==> src/rtl/enc16x4_seq.sv <==
// enc16x4_seq: captures an active-low 16-bit request vector and emits the requested
// indices one by one, in ascending order, over a valid/ready handshake.
module enc16x4_seq (
    input  logic        clk,
    input  logic        rst_n,
    input  logic        start,
    input  logic [15:0] Y,
    input  logic        ready,
    output logic [3:0]  A,
    output logic        valid,
    output logic        busy,
    output logic        done,
    output logic        none,
    output logic [4:0]  count
);
    typedef enum logic [1:0] {IDLE, SCAN, FIN} state_t;

    state_t      state;
    logic [15:0] pending;
    logic [15:0] req;
    logic [15:0] nxt;

    function automatic logic [3:0] lowest(input logic [15:0] p);
        lowest = 4'd0;
        for (int i = 15; i >= 0; i--)
            if (p[i]) lowest = 4'(i);
    endfunction

    always_comb begin
        req = ~Y;
        nxt = pending & (pending - 16'd1);
    end

    // lowest(0) is 0, so A returns to 0 on its own when the last code is taken
    always_ff @(posedge clk or negedge rst_n) begin
        if (!rst_n) begin
            state   <= IDLE;
            pending <= 16'd0;
            A       <= 4'd0;
            valid   <= 1'b0;
            busy    <= 1'b0;
            done    <= 1'b0;
            none    <= 1'b0;
            count   <= 5'd0;
        end else begin
            case (state)
                IDLE: begin
                    done <= 1'b0;
                    none <= 1'b0;
                    if (start) begin
                        pending <= req;
                        count   <= 5'd0;
                        busy    <= 1'b1;
                        if (req == 16'd0) begin
                            state <= FIN;
                            done  <= 1'b1;
                            none  <= 1'b1;
                        end else begin
                            state <= SCAN;
                            valid <= 1'b1;
                            A     <= lowest(req);
                        end
                    end
                end
                SCAN: begin
                    if (ready) begin
                        pending <= nxt;
                        count   <= count + 5'd1;
                        A       <= lowest(nxt);
                        if (nxt == 16'd0) begin
                            valid <= 1'b0;
                            done  <= 1'b1;
                            none  <= 1'b0;
                            state <= FIN;
                        end
                    end
                end
                FIN: begin
                    done  <= 1'b0;
                    none  <= 1'b0;
                    busy  <= 1'b0;
                    state <= IDLE;
                end
                default: state <= IDLE;
            endcase
        end
    end
endmodule

==> config.mk <==
export PLATFORM = sky130hd
export DESIGN_NAME = enc16x4_seq
export DESIGN_NICKNAME = d
export VERILOG_FILES = /design/src/rtl/enc16x4_seq.sv
export SDC_FILE = /design/constraint.sdc
export NUM_CORES = 1
export LEC_CHECK = 0
export CAP_MARGIN = 0
export CORE_MARGIN = 3
export CORE_UTILIZATION = 50
export CTS_BUF_LIST = sky130_fd_sc_hd__clkbuf_8
export CTS_CLUSTER_SIZE = 8
export DETAILED_ROUTE_END_ITERATION = 12
export PLACE_DENSITY = 0.76
export SLEW_MARGIN = 20
export SYNTH_ARGS = -nofsm -noshare
export SYNTH_HDL_FRONTEND = slang
export SYNTH_SLANG_ARGS = --single-unit
==> constraint.sdc <==
create_clock -name clk -period 3.1 [get_ports clk]
set_input_delay 0.62 -clock clk [delete_from_list [all_inputs] [get_ports clk]]
set_output_delay 0.62 -clock clk [all_outputs]
set_load 0.005 [all_outputs]
==> summary.md, run 1 <==
At the pin with the least slew margin, the transition time is 0.682 ns. In the final routed layout, each cell accounts on average for 16.7 um. Cell type with the highest aggregate area in the netlist: sky130_fd_sc_hd__dfrtp_1. For the met2 layer usage reported by global route, the log shows 38.5%.

The initial utilization of the core area, before any placement, comes to 53.1%. The worst register-to-register path has a setup slack of 0.37 ns. TritonCTS built the clock tree. After clock tree synthesis, the clock-pin slew on the worst setup and hold paths is 0.06 ns. The path type of the worst setup path is register to register. The worst min-delay path category was register to register.

From bottom edge to top edge, the die measures 71.9 um. The end point of the critical path is none$_DFFE_PN0P_. The run gives 3.25 ns as the required arrival time at the worst endpoint. After synthesis the netlist holds a flip-flop and latch count of 31. The run finished with clean final reports. The total instance count after detailed placement came out at 342.

After detailed routing, the number of remaining DRC violations is 0. After floorplanning, the core was divided into 23 placement rows. From synthesis to final layout, the design area changed by 21.9%. For met3 alone, demand over resource in global routing was 4.49%.

The logs give 350 for the final standard cell count with taps included and fillers excluded and 33.3% for the met1 global-route usage. The logs give 355 for the count of filler cells inserted in the layout and 5850 um for the wire length after detailed routing. Setup violations remaining at the end of the flow were counted as 0. The detail route stage leaves a number of antenna-violating nets equal to 0. In the synthesized netlist the dominant register cell turns out to be sky130_fd_sc_hd__dfrtp_1. Setup total negative slack on the finished layout was measured at 0 ns.

The core region is 4090 sq um. The worst-path maximum fanout was 9; the shortest clock period the worst path allows after layout was 2.73 ns. For the number of ports placed on the die boundary, the log shows 33.

The root buffer cell was sky130_fd_sc_hd__clkbuf_8. The relative slew slack is 54.4%, and the initial antenna violation count is 0. The cell count of the worst reg-to-reg path works out to 7. The post-route netlist has 7.67% of its cells at a drive strength greater than 1. The power density of the placed cells was 959 nW/um^2; the global-route congestion overflow total was 0.

The run gives 0 as the count of warnings emitted by yosys. The number of hold buffers added after CTS was 0; the HPWL after detailed placement was 4170 um. Gates resized during post-CTS repair numbered 0.

Counting the buffers created by CTS gives 5. The clock reaches the later pin of the worst-skew pair after 0.28 ns. Power comes to 2.54 mW.

The startpoint identified for the worst register-to-register timing path is pending[0]$_DFFE_PN0P_. Counting distinct cell types in the post-synthesis netlist gives 54. In this run, synthesis inferred 0 flip-flops with an integrated enable. The number of violations of the max-capacitance limit came out at 0. The most critical setup path has its startpoint at pending[0]$_DFFE_PN0P_. The share of the yosys chip area belonging to registers is 35.8%.

The logs give 2 for the clock tree buffer depth and 1.09 nW for the leakage power. For the arrival time of the worst setup path, the log shows 2.88 ns. met2 is the most crowded layer. The type of element launching the critical path is a register.

The total of buffers placed on input and output ports is 32. The detail-routed via count per cell was 6.27; the fmax was 367 MHz. The commonest cells after synthesis are sky130_fd_sc_hd__dfrtp_1 (31), sky130_fd_sc_hd__o21ai_0 (30), sky130_fd_sc_hd__nand2_1 (26). The number of nets in the synthesized netlist is 290. The netlist area before placement is 2170 sq um, and the length of the first detailed-routing pass in iterations is 4. The final critical-path share of the clock period was 88.0%. By area the synthesized netlist is led by sky130_fd_sc_hd__dfrtp_1 (36%), sky130_fd_sc_hd__o21ai_0 (6.9%), sky130_fd_sc_hd__a21oi_1 (4.8%), sky130_fd_sc_hd__nand2_1 (4.5%), sky130_fd_sc_hd__inv_1 (3.8%). For the layout net count, the log shows 324. At the end of routability-driven placement, the weighted congestion stood at 0.858.

CTS built an H-tree with a depth of 2. The run gives 2,195 as the total number of vias. Wire length of the first global-routing pass: 10,000 um. Setup repair after global routing left no endpoint under its margin.

The floorplan step defined a die boundary enclosing 5160 sq um. The number of antenna diodes in the final layout is 0. The pin count of the biggest net entering global routing was 32; the total setup buffers inserted after CTS was 0. The average size of a mapped cell was 8.18 sq um.

Across the routed clock network, the largest skew measured is 0.00800 ns. After synthesis, the share of flip-flops with an asynchronous set or reset is 100%. IR analysis of the VDD net gives a maximum drop of 586 uV. The number of global-route vias before repair is 2,067. The max-slew violation total from the final report came out at 0.

The worst register-to-register path ends at none$_DFFE_PN0P_. The proportion of netlist area held by the largest area contributor came out at 35.8%. The tools report the number of instances in the synthesized netlist as 265.

The horizontal die dimension was 71.9 um; the global-route usage over all layers was 24.4%. The logs give 170 for the number of DRC markers after the initial detailed-route iteration and 0 for the final count of hold timing violations. In the post-synthesis netlist, the cell with the most instances is sky130_fd_sc_hd__dfrtp_1. CTS saw 31 sinks. Kind of end point of the critical path: a register.
## worst max-delay path: stages (launching register included)
cell                        delay (ns)
sky130_fd_sc_hd__dfrtp_1          0.49
sky130_fd_sc_hd__or2_4            0.30
sky130_fd_sc_hd__or3_4            0.39
sky130_fd_sc_hd__a2111oi_2        0.44
sky130_fd_sc_hd__o31a_2           0.26
sky130_fd_sc_hd__a41o_2           0.24
sky130_fd_sc_hd__and2b_1          0.16
sky130_fd_sc_hd__mux2_1           0.33
## state kept, by name, summed over array words and instances, names as in the netlist
signal and count:
A 4, busy 1, count 5, done 1, none 1, pending 16
state 2, valid 1
## through the flow
step           setup WS, ns  utilization (%)  instance area, sq um  hold slack, ns
6_report              0.373             64.7                  2640           0.496
5_1_grt               0.107             64.7                  2640           0.527
4_1_cts               0.408             64.7                  2640           0.502
3_5_place_dp          0.425             62.2                  2540           0.487
3_3_place_gp          0.470             62.2                  2540           0.474
2_1_floorplan         0.672                -                  2170           0.324
## placed cells by master, fill, tap and decap left out, types with 3 or more instances in the layout
cell / instances
sky130_fd_sc_hd__o211ai_1: 4
sky130_fd_sc_hd__nor2_1: 18
sky130_fd_sc_hd__a31oi_1: 4
sky130_fd_sc_hd__nand3_1: 12
sky130_fd_sc_hd__nand4_1: 6
sky130_fd_sc_hd__a2111oi_0: 3
sky130_fd_sc_hd__buf_4: 6
sky130_fd_sc_hd__nand2b_1: 3
sky130_fd_sc_hd__or3_1: 3
sky130_fd_sc_hd__nor3_1: 7
sky130_fd_sc_hd__nor4_1: 3
sky130_fd_sc_hd__nand2_1: 26
sky130_fd_sc_hd__maj3_1: 3
sky130_fd_sc_hd__dfrtp_1: 31
sky130_fd_sc_hd__clkdlybuf4s50_1: 32
sky130_fd_sc_hd__a21oi_1: 21
sky130_fd_sc_hd__o21ai_0: 30
sky130_fd_sc_hd__clkbuf_8: 7
sky130_fd_sc_hd__ha_1: 5
sky130_fd_sc_hd__inv_1: 23
sky130_fd_sc_hd__o22ai_1: 11
## worst min-delay path by stage
stage / start / end / slack (ns) / cells past startpoint
finish: none$_DFFE_PN0P_ / none$_DFFE_PN0P_ / 0.50 / 1
global route: none$_DFFE_PN0P_ / none$_DFFE_PN0P_ / 0.53 / 1
CTS: none$_DFFE_PN0P_ / none$_DFFE_PN0P_ / 0.50 / 1
global placement: none$_DFFE_PN0P_ / none$_DFFE_PN0P_ / 0.47 / 1
floorplan: rst_n / A[0]$_DFFE_PN0P_ / 0.32 / 0
detailed placement: none$_DFFE_PN0P_ / none$_DFFE_PN0P_ / 0.49 / 1
## report_power, final
part	total, mW	internal, mW	leakage [nW]	switching [mW]
Combinational	1.39	0.615	0.635	0.775
Sequential	0.795	0.554	0.395	0.241
Clock	0.351	0.199	0.0557	0.152
## metal layers
metal | up-vias | wire [um]
met5 | - | 0
met4 | 0 | 202
met3 | 18 | 387
met2 | 81 | 2710
met1 | 1042 | 2540
li1 | 1054 | -
## kinds of logic (layout without fill, tap and decap cells)
kind of cell | Yosys count | count (layout) | synth area share (%)
and+or+nand+nor | 91 | 91 | 22.0
AOI/OAI and AO/OA | 97 | 97 | 29.4
muxes | 3 | 3 | 1.44
DFF | 31 | 31 | 35.8
adders and majority gates | 8 | 8 | 4.27
xor gates and xnor gates | 2 | 2 | 0.808
buffers and inverters | 33 | 68 | 6.29
## area by class of cell
cell class	count	area, sq um	share of cell area [%]
clock inverter	1	3.75	0.142
tap	50	62.6	2.37
sequential	31	776	29.4
timing repair buffer	38	365	13.8
clock buffer	7	96.3	3.65
inverter	22	82.6	3.13
multi-input combinational	201	1260	47.5
(Power assumes the default switching activity.)
==> run 2: changes to the inputs <==
--- a/config.mk
+++ b/config.mk
@@ -12,7 +12,9 @@
 export CTS_CLUSTER_SIZE = 8
 export DETAILED_ROUTE_END_ITERATION = 12
 export PLACE_DENSITY = 0.76
-export SLEW_MARGIN = 20
+export RECOVER_POWER = 50
+export SETUP_SLACK_MARGIN = 0.02
+export SLEW_MARGIN = 10
 export SYNTH_ARGS = -nofsm -noshare
 export SYNTH_HDL_FRONTEND = slang
 export SYNTH_SLANG_ARGS = --single-unit
==> summary.md, run 2 (synthesis results as in run 1) <==
The final critical-path share of the clock period was 88.1% (+0.098 points). The kind of end point of the critical path was a register. The logs give 0 (unchanged) for the global-route congestion overflow total and 0 (unchanged) for the number of antenna cells inserted. The power density of the placed cells came out at 958 nW/um^2 (-0.19%). The largest clock skew in the final design is 0.00695 ns (-0.00105 ns), and the number of global-route vias before repair is 2,067 (unchanged).

The root buffer cell is sky130_fd_sc_hd__clkbuf_8. Compared with the post-synthesis result, the final layout area differs by 21.7%. The post-cts resize count is 0 (unchanged), and the number of remaining DRC errors is 0 (unchanged).

The run gives 776 sq um (unchanged) as the sequential cell area. In the layout the commonest cells are sky130_fd_sc_hd__dfrtp_1 (31), sky130_fd_sc_hd__o21ai_0 (30), sky130_fd_sc_hd__nand2_1 (26), sky130_fd_sc_hd__clkdlybuf4s50_1 (25), sky130_fd_sc_hd__inv_1 (23). The worst setup slack after layout was 0.370 ns (-0.00304 ns); the shortest clock period the worst path allows after layout was 2.73 ns (+0.00304 ns). The number of buffers and inverters on the critical path was 0 (unchanged).

Walking the worst path, the cells encountered are or2_4, or3_4, a2111oi_2, o31a_2, a41o_2, and2b_1, mux2_1. The sink count of the clock tree is 31 (unchanged), and the wire length after detailed routing is 5850 um (+0.10%). The logs give 0.28 ns (about the same) for the clock network latency to the later pin of the worst-skew pair and 33 (unchanged) for the number of ports placed on the die boundary. The clock slew at the register clock pins of the worst setup and hold paths came out at 0.06 ns (about the same). Worst min-delay path category: register to register. The delay of the slowest critical-path stage was 0.49 ns (about the same).

Core region area: 4090 sq um (unchanged). The largest register by flop count was pending. Transition at the pin with the smallest max-transition slack: 1.69 ns (+1.01 ns).

Final sum of negative setup slack: 0 ns (unchanged). On the critical path, the stage with the largest delay is an instance of sky130_fd_sc_hd__dfrtp_1. Grouping stages by cell kind, the critical path spends the most delay in compound AO/OA/AOI/OAI gates.

The area taken by multi-input logic gates is 1260 sq um (unchanged), and the number of violations of the max-capacitance limit is 1 (+1). For the final standard cell count with taps included and fillers excluded, the log shows 350 (unchanged). The length of the first detailed-routing pass in iterations was 4 (unchanged); the HPWL after detailed placement was 4170 um (unchanged).

The flow ran to the end, but the final reports show violations. The number of DRC markers after the initial detailed-route iteration is 170 (unchanged). The worst setup path is launched from a register. The layout cell share with drive strength beyond 1 is 7.33% (-0.33 points), and the layout net count is 324 (unchanged).

Highest ir drop seen on vdd: 583 uV (-0.45%). The total instance count after detailed placement came out at 342 (unchanged). Setup repair after global routing left no endpoint under its margin. Pin count of the biggest net entering global routing: 32 (unchanged).

The post-route antenna net violation count is 0 (unchanged), and the total setup buffers inserted after CTS is 0 (unchanged). The checks that failed: max-capacitance violations, max-slew violations. The wire length of the first global-routing pass was 10,000 um (unchanged). The number of H-tree levels was 2 (unchanged); the placement-stage worst setup slack was 0.425 ns (unchanged). For the arrival time of the worst setup path, the log shows 2.89 ns (about the same). The path type of the worst setup path was register to register.

The setup violation total in the final timing report is 0 (unchanged), and the total of buffers placed on input and output ports is 32 (unchanged). For the initial antenna violation count, the log shows 0 (unchanged). Number of flip-flops in the largest register: 16 (unchanged). The run gives 23 (unchanged) as the standard-cell row count.

In the final layout, the registers with the most flip-flops are pending (16), count (5), A (4). The relative slew slack was -12.9% (-67 points); the die footprint was 5160 sq um (unchanged). The detail-routed via count per cell works out to 6.29 (+0.36%). The tools report the total number of vias as 2,203 (+0.36%). The logs give 1.09 nW (+0.12%) for the leakage power and 24.4% (unchanged) for the global-route usage over all layers. The effective utilization at floorplan is 53.1% (unchanged), and the average wire per standard cell is 16.7 um (+0.10%). The run gives 5 (unchanged) as the number of buffers created by CTS.

Leaving out fill and tap cells, the most frequent cell in the layout is sky130_fd_sc_hd__dfrtp_1. The logs give 2 (unchanged) for the clock tree buffer depth and 0.858 (unchanged) for the routability congestion estimate from global placement. Worst-path maximum fanout: 9 (unchanged). The count of filler cells inserted in the layout was 355 (unchanged). The run gives 366 MHz (-0.11%) as the fmax.

The max-slew violation total from the final report was 32 (+32); the horizontal die dimension was 71.9 um (unchanged). The vertical die dimension was 71.9 um (unchanged). TritonCTS built the clock tree.

The number of hold buffers added after CTS was 0 (unchanged); the final count of hold timing violations was 0 (unchanged). The run gives 3.26 ns (about the same) as the required arrival time at the worst endpoint.
==> run 2: per-stage QoR <==
stage,area [sq um],utilization [%],hold slack (ns),power [mW]
after floorplan,2170,-,0.324,1.74
after global placement,2540,62.2,0.474,2.13
after detailed placement,2540,62.2,0.487,2.16
after CTS,2640,64.7,0.502,2.51
after global routing,2640,64.6,0.521,2.74
final,2640,64.6,0.490,2.53
==> run 2: area by class of cell <==
type | count | area share [%]
clock buffer | 7 | 3.65
multi-input combinational | 201 | 47.6
sequential | 31 | 29.4
tap | 50 | 2.37
clock inverter | 1 | 0.142
timing repair buffer | 38 | 13.7
inverter | 22 | 3.13
==> run 2: path summary, 6_finish.rpt <==
check / start / end / slack (ns) / depth (start not counted)
max reg2reg: pending[0]$_DFFE_PN0P_ / none$_DFFE_PN0P_ / 0.37 / 7
min reg2reg: none$_DFFE_PN0P_ / none$_DFFE_PN0P_ / 0.49 / 1
max: pending[0]$_DFFE_PN0P_ / none$_DFFE_PN0P_ / 0.37 / 7
min in group asynchronous: rst_n / pending[14]$_DFFE_PN0P_ / 1.31 / 2
max in group asynchronous: rst_n / A[2]$_DFFE_PN0P_ / 0.81 / 2
min: none$_DFFE_PN0P_ / none$_DFFE_PN0P_ / 0.49 / 1
==> run 2: per-layer routing <==
layer / vias to the layer above / wire, um / global-route usage, % / share of wire [%]
met5: - / 0 / 0 / 0
met4: 0 / 181 / 9.39 / 3.1
met3: 14 / 342 / 4.49 / 5.8
met2: 82 / 2730 / 38.5 / 47
met1: 1051 / 2600 / 33.3 / 44
li1: 1056 / - / - / -
==> run 2: report_power, final <==
group	switching, mW	internal (mW)	total, mW
clock	0.154	0.199	0.353
combinational	0.777	0.605	1.38
sequential	0.239	0.554	0.793
